File: config.mk
export PLATFORM = sky130hd
export DESIGN_NAME = sram_arbiter
export DESIGN_NICKNAME = d
export VERILOG_FILES = /design/src/rtl/sram_pkg.sv /design/src/rtl/sram_arb_grant.sv /design/src/rtl/sram_arbiter.sv
export SDC_FILE = /design/constraint.sdc
export NUM_CORES = 1
export LEC_CHECK = 0
export CAP_MARGIN = 10
export CORE_ASPECT_RATIO = 0.5
export CORE_MARGIN = 5
export CORE_UTILIZATION = 34
export CTS_CLUSTER_DIAMETER = 50
export DETAILED_ROUTE_END_ITERATION = 6
export GPL_TIMING_DRIVEN = 0
export PLACE_DENSITY_LB_ADDON = 0.12
export RECOVER_POWER = 50
export SLEW_MARGIN = 20
export SYNTH_ARGS = -nofsm -noshare
export SYNTH_HDL_FRONTEND = slang
export SYNTH_HIERARCHICAL = 1
export SYNTH_SLANG_ARGS = --single-unit
File: constraint.sdc
create_clock -name clk -period 2.6 [get_ports clk]
set_input_delay 0.52 -clock clk [delete_from_list [all_inputs] [get_ports clk]]
set_output_delay 0.52 -clock clk [all_outputs]
set_load 0.1 [all_outputs]
File: src/rtl/sram_pkg.sv
// Shared constants and port-select encoding for the SRAM arbiter and its users.
package sram_pkg;

  localparam int unsigned SRAM_ADDR_W = 16;
  localparam int unsigned SRAM_DATA_W = 32;
  localparam int unsigned SRAM_LANES  = SRAM_DATA_W / 8;
  localparam int unsigned SRAM_WAIT_W = 4;

  typedef enum logic [1:0] {
    SEL_NONE,
    SEL_I,
    SEL_D
  } port_sel_e;

endpackage

File: src/rtl/sram_arb_grant.sv
// Combinational priority decision: data beats fetch unless the starvation guard forces fetch.
// The guard is present only when SRAM_ARB_STARVE_GUARD_EN is defined.
module sram_arb_grant
  import sram_pkg::*;
#(
  parameter int unsigned MAX_WAIT = 4
) (
  input  logic                   i_req,
  input  logic                   d_req,
`ifdef SRAM_ARB_STARVE_GUARD_EN
  input  logic [SRAM_WAIT_W-1:0] wait_cnt,
`endif
  output logic [1:0]             port_sel
);

  logic force_i;

`ifdef SRAM_ARB_STARVE_GUARD_EN
  assign force_i = i_req & (wait_cnt == SRAM_WAIT_W'(MAX_WAIT));
`else
  assign force_i = 1'b0;
`endif

  always_comb begin
    port_sel = SEL_NONE;
    if (d_req && !force_i) begin
      port_sel = SEL_D;
    end else if (i_req) begin
      port_sel = SEL_I;
    end
  end

  // The wait counter is 4 bits wide, so larger limits could never be reached.
  if (MAX_WAIT < 1 || MAX_WAIT > 15) begin : gen_max_wait_check
    $error("MAX_WAIT must be in 1..15");
  end

endmodule

File: src/rtl/sram_arbiter.sv
// Shares one single-ported SRAM between instruction fetch and load/store with one access per cycle.
// Define SRAM_ARB_STARVE_GUARD_EN to bound how long fetch can be starved by data traffic.
module sram_arbiter
  import sram_pkg::*;
#(
  parameter int unsigned ADDR_W   = SRAM_ADDR_W,
  parameter int unsigned DATA_W   = SRAM_DATA_W,
  parameter int unsigned MAX_WAIT = 4
) (
  input  logic                  clk,
  input  logic                  rst,
  input  logic                  i_req,
  input  logic [ADDR_W-1:0]     i_addr,
  output logic                  i_gnt,
  output logic                  i_rvalid,
  output logic [DATA_W-1:0]     i_rdata,
  input  logic                  d_req,
  input  logic [DATA_W/8-1:0]   d_we,
  input  logic [ADDR_W-1:0]     d_addr,
  input  logic [DATA_W-1:0]     d_wdata,
  output logic                  d_gnt,
  output logic                  d_rvalid,
  output logic [DATA_W-1:0]     d_rdata,
  output logic                  d_err,
  output logic [DATA_W/8-1:0]   sram_w_en,
  output logic [ADDR_W-1:0]     sram_addr,
  output logic [DATA_W-1:0]     sram_wdata,
  input  logic [DATA_W-1:0]     sram_rdata
);

  logic              i_req_m;
  logic              d_req_m;
  logic [1:0]        sel_raw;
  port_sel_e         sel;
  logic              d_err_now;
  logic [ADDR_W-1:0] addr_q;

  // Masking with rst keeps a write from landing in the cycle reset rises.
  assign i_req_m = i_req & ~rst;
  assign d_req_m = d_req & ~rst;

`ifdef SRAM_ARB_STARVE_GUARD_EN
  logic [SRAM_WAIT_W-1:0] wait_cnt_q;
  logic [SRAM_WAIT_W-1:0] wait_cnt_d;

  always_comb begin
    wait_cnt_d = '0;
    if (i_req_m && !i_gnt) begin
      wait_cnt_d = (wait_cnt_q == '1) ? wait_cnt_q : wait_cnt_q + 1'b1;
    end
  end

  always_ff @(posedge clk or posedge rst) begin
    if (rst) begin
      wait_cnt_q <= '0;
    end else begin
      wait_cnt_q <= wait_cnt_d;
    end
  end
`endif

  sram_arb_grant #(
    .MAX_WAIT (MAX_WAIT)
  ) u_grant (
    .i_req    (i_req_m),
    .d_req    (d_req_m),
`ifdef SRAM_ARB_STARVE_GUARD_EN
    .wait_cnt (wait_cnt_q),
`endif
    .port_sel (sel_raw)
  );

  assign sel       = port_sel_e'(sel_raw);
  assign i_gnt     = (sel == SEL_I);
  assign d_gnt     = (sel == SEL_D);
  assign d_err_now = d_gnt & (d_addr[1:0] != 2'b00);

  assign sram_wdata = d_wdata;

  always_comb begin
    sram_addr = addr_q;
    sram_w_en = '0;
    unique case (sel)
      SEL_D: begin
        sram_addr = d_addr;
        sram_w_en = d_err_now ? '0 : d_we;
      end
      SEL_I:   sram_addr = i_addr;
      default: ;
    endcase
  end

  always_ff @(posedge clk or posedge rst) begin
    if (rst) begin
      addr_q   <= '0;
      i_rvalid <= 1'b0;
      d_rvalid <= 1'b0;
      d_err    <= 1'b0;
      i_rdata  <= '0;
      d_rdata  <= '0;
    end else begin
      addr_q   <= sram_addr;
      i_rvalid <= i_gnt;
      d_rvalid <= d_gnt;
      d_err    <= d_err_now;
      if (i_gnt) begin
        i_rdata <= sram_rdata;
      end
      if (d_gnt) begin
        d_rdata <= d_err_now ? '0 : sram_rdata;
      end
    end
  end

endmodule

==> results.json <==
{
  "slowest_delay_ns": 0.33,
  "drt_wl_total_um": 11300,
  "critPathTopFamily": "buffers and inverters",
  "total_leakage_power_nw": 2.90,
  "place_congestion": 0.747,
  "grt_pass1_vias": 3341,
  "critical_path.cell_chain": "dlygate4sd2_1 > nor2b_4 > buf_6 > buf_4 > ha_4 > clkbuf_16 > nand2_1 > o21ai_4 > buf_12",
  "cts.sinks": 83,
  "cp_num_buf_inv": 5,
  "yosysSeqAreaShare_pct": 56.9,
  "endpoint_kind": "output port",
  "floorplan.initialDensity_pct": 35.3,
  "yosys_register_bits": 83,
  "hold_buffers": 0,
  "hold_viol": 0,
  "rsz0062_at_grt": "yes",
  "max_freq_mhz": 394,
  "crit_fanout": 6,
  "grt_antenna_before_repair": 0,
  "diodes": 0,
  "synthCells": 327,
  "reg2reg_depth": 1,
  "netlist.area_leader.share_pct": 56.9,
  "synth_area_um2": 3650,
  "syn2layout_area_growth_pct": 86.4,
  "min_path_type": "input port to async pin",
  "synth-compound-area-share_pct": 11.2,
  "cp.required_ns": 2.08,
  "num_rows": 26,
  "core_um2": 10300,
  "startpoint_type": "input port",
  "syn_area_per_cell_um2": 11.2,
  "setup_violations": 0,
  "muxShareOfSynthArea_pct": 10.3,
  "grt_max_degree": 33,
  "dr.first_iter.drc_count": 91,
  "peakVddDrop_mv": 0.612,
  "cts-root-buf": "clkbuf_16",
  "die_y_um": 83.3,
  "viasPerCell": 4.47,
  "dp_hpwl_um": 8640,
  "post-route-min-period_ns": 2.54,
  "synth_cell_types": 18,
  "postPlaceCellArea_um2": 6100,
  "die_area_um2": 13000,
  "cts_inserted_buffers": 9,
  "grt_pass1_wl_um": 18100,
  "synth_xor_area_share_pct": 0,
  "crit_arrival_ns": 2.02,
  "vias": 3062,
  "drv_slew": 0,
  "synth_area_leaders": "dfrtp_1 57%, mux2_2 8.6%, buf_4 7.2%, o22ai_1 5.5%, nand2_1 4.9%",
  "slowest_stage": "ha_4",
  "r2r-end": "i_rdata[1]$_DFFE_PP0N_",
  "die_width_um": 157,
  "nFillCells": 813,
  "ys_warn_count": 6,
  "gr-total-overflow": 0,
  "synthAdderAreaFrac_pct": 1.03,
  "io_pins": 225,
  "fin_skew_ns": 0,
  "drcViolationCount": 0,
  "fin_area_um2": 6800,
  "dr.pass1.iters": 4,
  "portBuffers": 192,
  "synth_top_family_by_area": "buffers and inverters",
  "wire_per_inst_um": 16.5,
  "drive_gt1_share_pct": 32.7,
  "synthSimpleGateAreaFrac_pct": 6.45,
  "powerDensity_nw_per_um2": 897,
  "instances_no_fill": 685,
  "maxSlewHeadroom_pct": 31.9,
  "r2r-start": "i_rdata[1]$_DFFE_PP0N_",
  "yosysTopAreaCell": "dfrtp_1",
  "reg2reg_slack_ns": 1.83,
  "cts.path.max_buffers": 2,
  "clock_latency_ns": 0.32,
  "worst_slew_pin_slew_ns": 1.02,
  "finalNetCount": 648,
  "worstSetupPathType": "input port to output port",
  "max-cap-violations": 0,
  "place_inst": 662,
  "htreeDepth": 3,
  "period_share_pct": 97.6,
  "postRouteAntennaNets": 0,
  "clkTransAtPathRegs_ns": 0.06,
  "track_usage_pct": 17.3,
  "syn_nets": 434,
  "cts_tree": "yes",
  "status": "finished, final reports clean"
}
==> metrics by stage <==
| stage | total power [W] | setup slack (ns) | hold slack [ns] | TNS (ns) | util (%) |
|---|---|---|---|---|---|
| 2_1_floorplan | 0.00388 | -0.0944 | 0.654 | -1.43 | - |
| 3_3_place_gp | 0.00460 | -1.75 | 0.477 | -34.02 | 58.4 |
| 3_5_place_dp | 0.00463 | -1.76 | 0.482 | -34.61 | 59.0 |
| 4_1_cts | 0.00617 | 0.00192 | 0.300 | 0 | 65.6 |
| 5_1_grt | 0.00633 | -0.00379 | 0.290 | -0.00625 | 65.7 |
| 6_report | 0.00610 | 0.0616 | 0.261 | 0 | 65.7 |
==> cell type report <==
type,count,area (um2),area share (%)
Timing Repair Buffer,204,2230,32.9
Sequential cell,83,2080,30.5
Multi-Input combinational cell,156,1370,20.2
Buffer,52,479,7.05
Clock buffer,11,253,3.72
Tap cell,140,175,2.58
Inverter,35,135,1.99
Clock inverter,4,73.8,1.09
==> worst max-delay path by stage <==
| stage | cells past startpoint | from | end |
|---|---|---|---|
| floorplan | 8 | d_req | sram_addr[0] |
| global placement | 9 | rst | sram_addr[2] |
| detailed placement | 9 | rst | sram_addr[2] |
| CTS | 10 | rst | sram_addr[15] |
| global route | 9 | d_req | sram_addr[8] |
| finish | 9 | d_req | sram_addr[1] |
==> routing by layer <==
metal  share of wire (%)  up-vias  global-route usage (%)
li1                    -     1495                       -
met5                   0        -                       0
met4                 1.0        0                    4.25
met1                  41     1442                    21.4
met2                  48      117                    29.0
met3                 9.4        8                    6.07
==> cells in the mapped netlist <==
| master | n |
|---|---|
| buf_4 | 35 |
| clkbuf_1 | 5 |
| dfrtp_1 | 83 |
| mux2_4 | 4 |
| buf_6 | 6 |
| and3_1 | 4 |
| nor2b_4 | 1 |
| inv_1 | 35 |
| buf_2 | 7 |
| nor2b_1 | 2 |
| o21ai_1 | 16 |
| o22ai_1 | 32 |
| mux2_2 | 28 |
| nand2_1 | 48 |
| ha_1 | 3 |
| a22oi_1 | 16 |
| o21a_1 | 1 |
| nor2_1 | 1 |
==> kinds of logic after synthesis <==
family,count (synthesis)
flip-flops,83
AND/OR/NAND/NOR,56
AO/OA/AOI/OAI,65
adder cells (fa/ha/maj),3
multiplexers,32
buffers and inverters,88
==> power by group <==
group | internal (W) | switching [W]
Sequential | 0.00151 | 0.000103
Combinational | 0.000851 | 0.00226
Clock | 0.000888 | 0.000489
Total | 0.00325 | 0.00285
==> cells in the final DEF, fill, tap and decap left out, drive strengths merged <==
master         count
clkdlybuf4s50    167
dfrtp             83
buf               75
nand2             48
inv               34
o22ai             32
mux2              32
clkbuf            17
a22oi             16
o21ai             16
and3               4
clkdlybuf4s18      4
nor2b              3
ha                 3
bufinv             2
dlygate4sd2        2
clkdlybuf4s15      2
clkinv             2
o21a               1
nor2               1
clkinvlp           1
==> what timing repair did <==
item | CTS | global route
resized for setup | 194 | 7
gates cloned | 3 | 0
pin swaps | 17 | 4
setup endpoints to repair | 22 | 20
buffers inserted | 4 | 2
==> sequential cells by signal, indices dropped and copies added (netlist names) <==
| signal | count |
|---|---|
| d_rdata | 32 |
| d_err | 1 |
| i_rvalid | 1 |
| d_rvalid | 1 |
| addr_q | 16 |
| i_rdata | 32 |
Note: power is estimated with default switching activity, not from simulation.
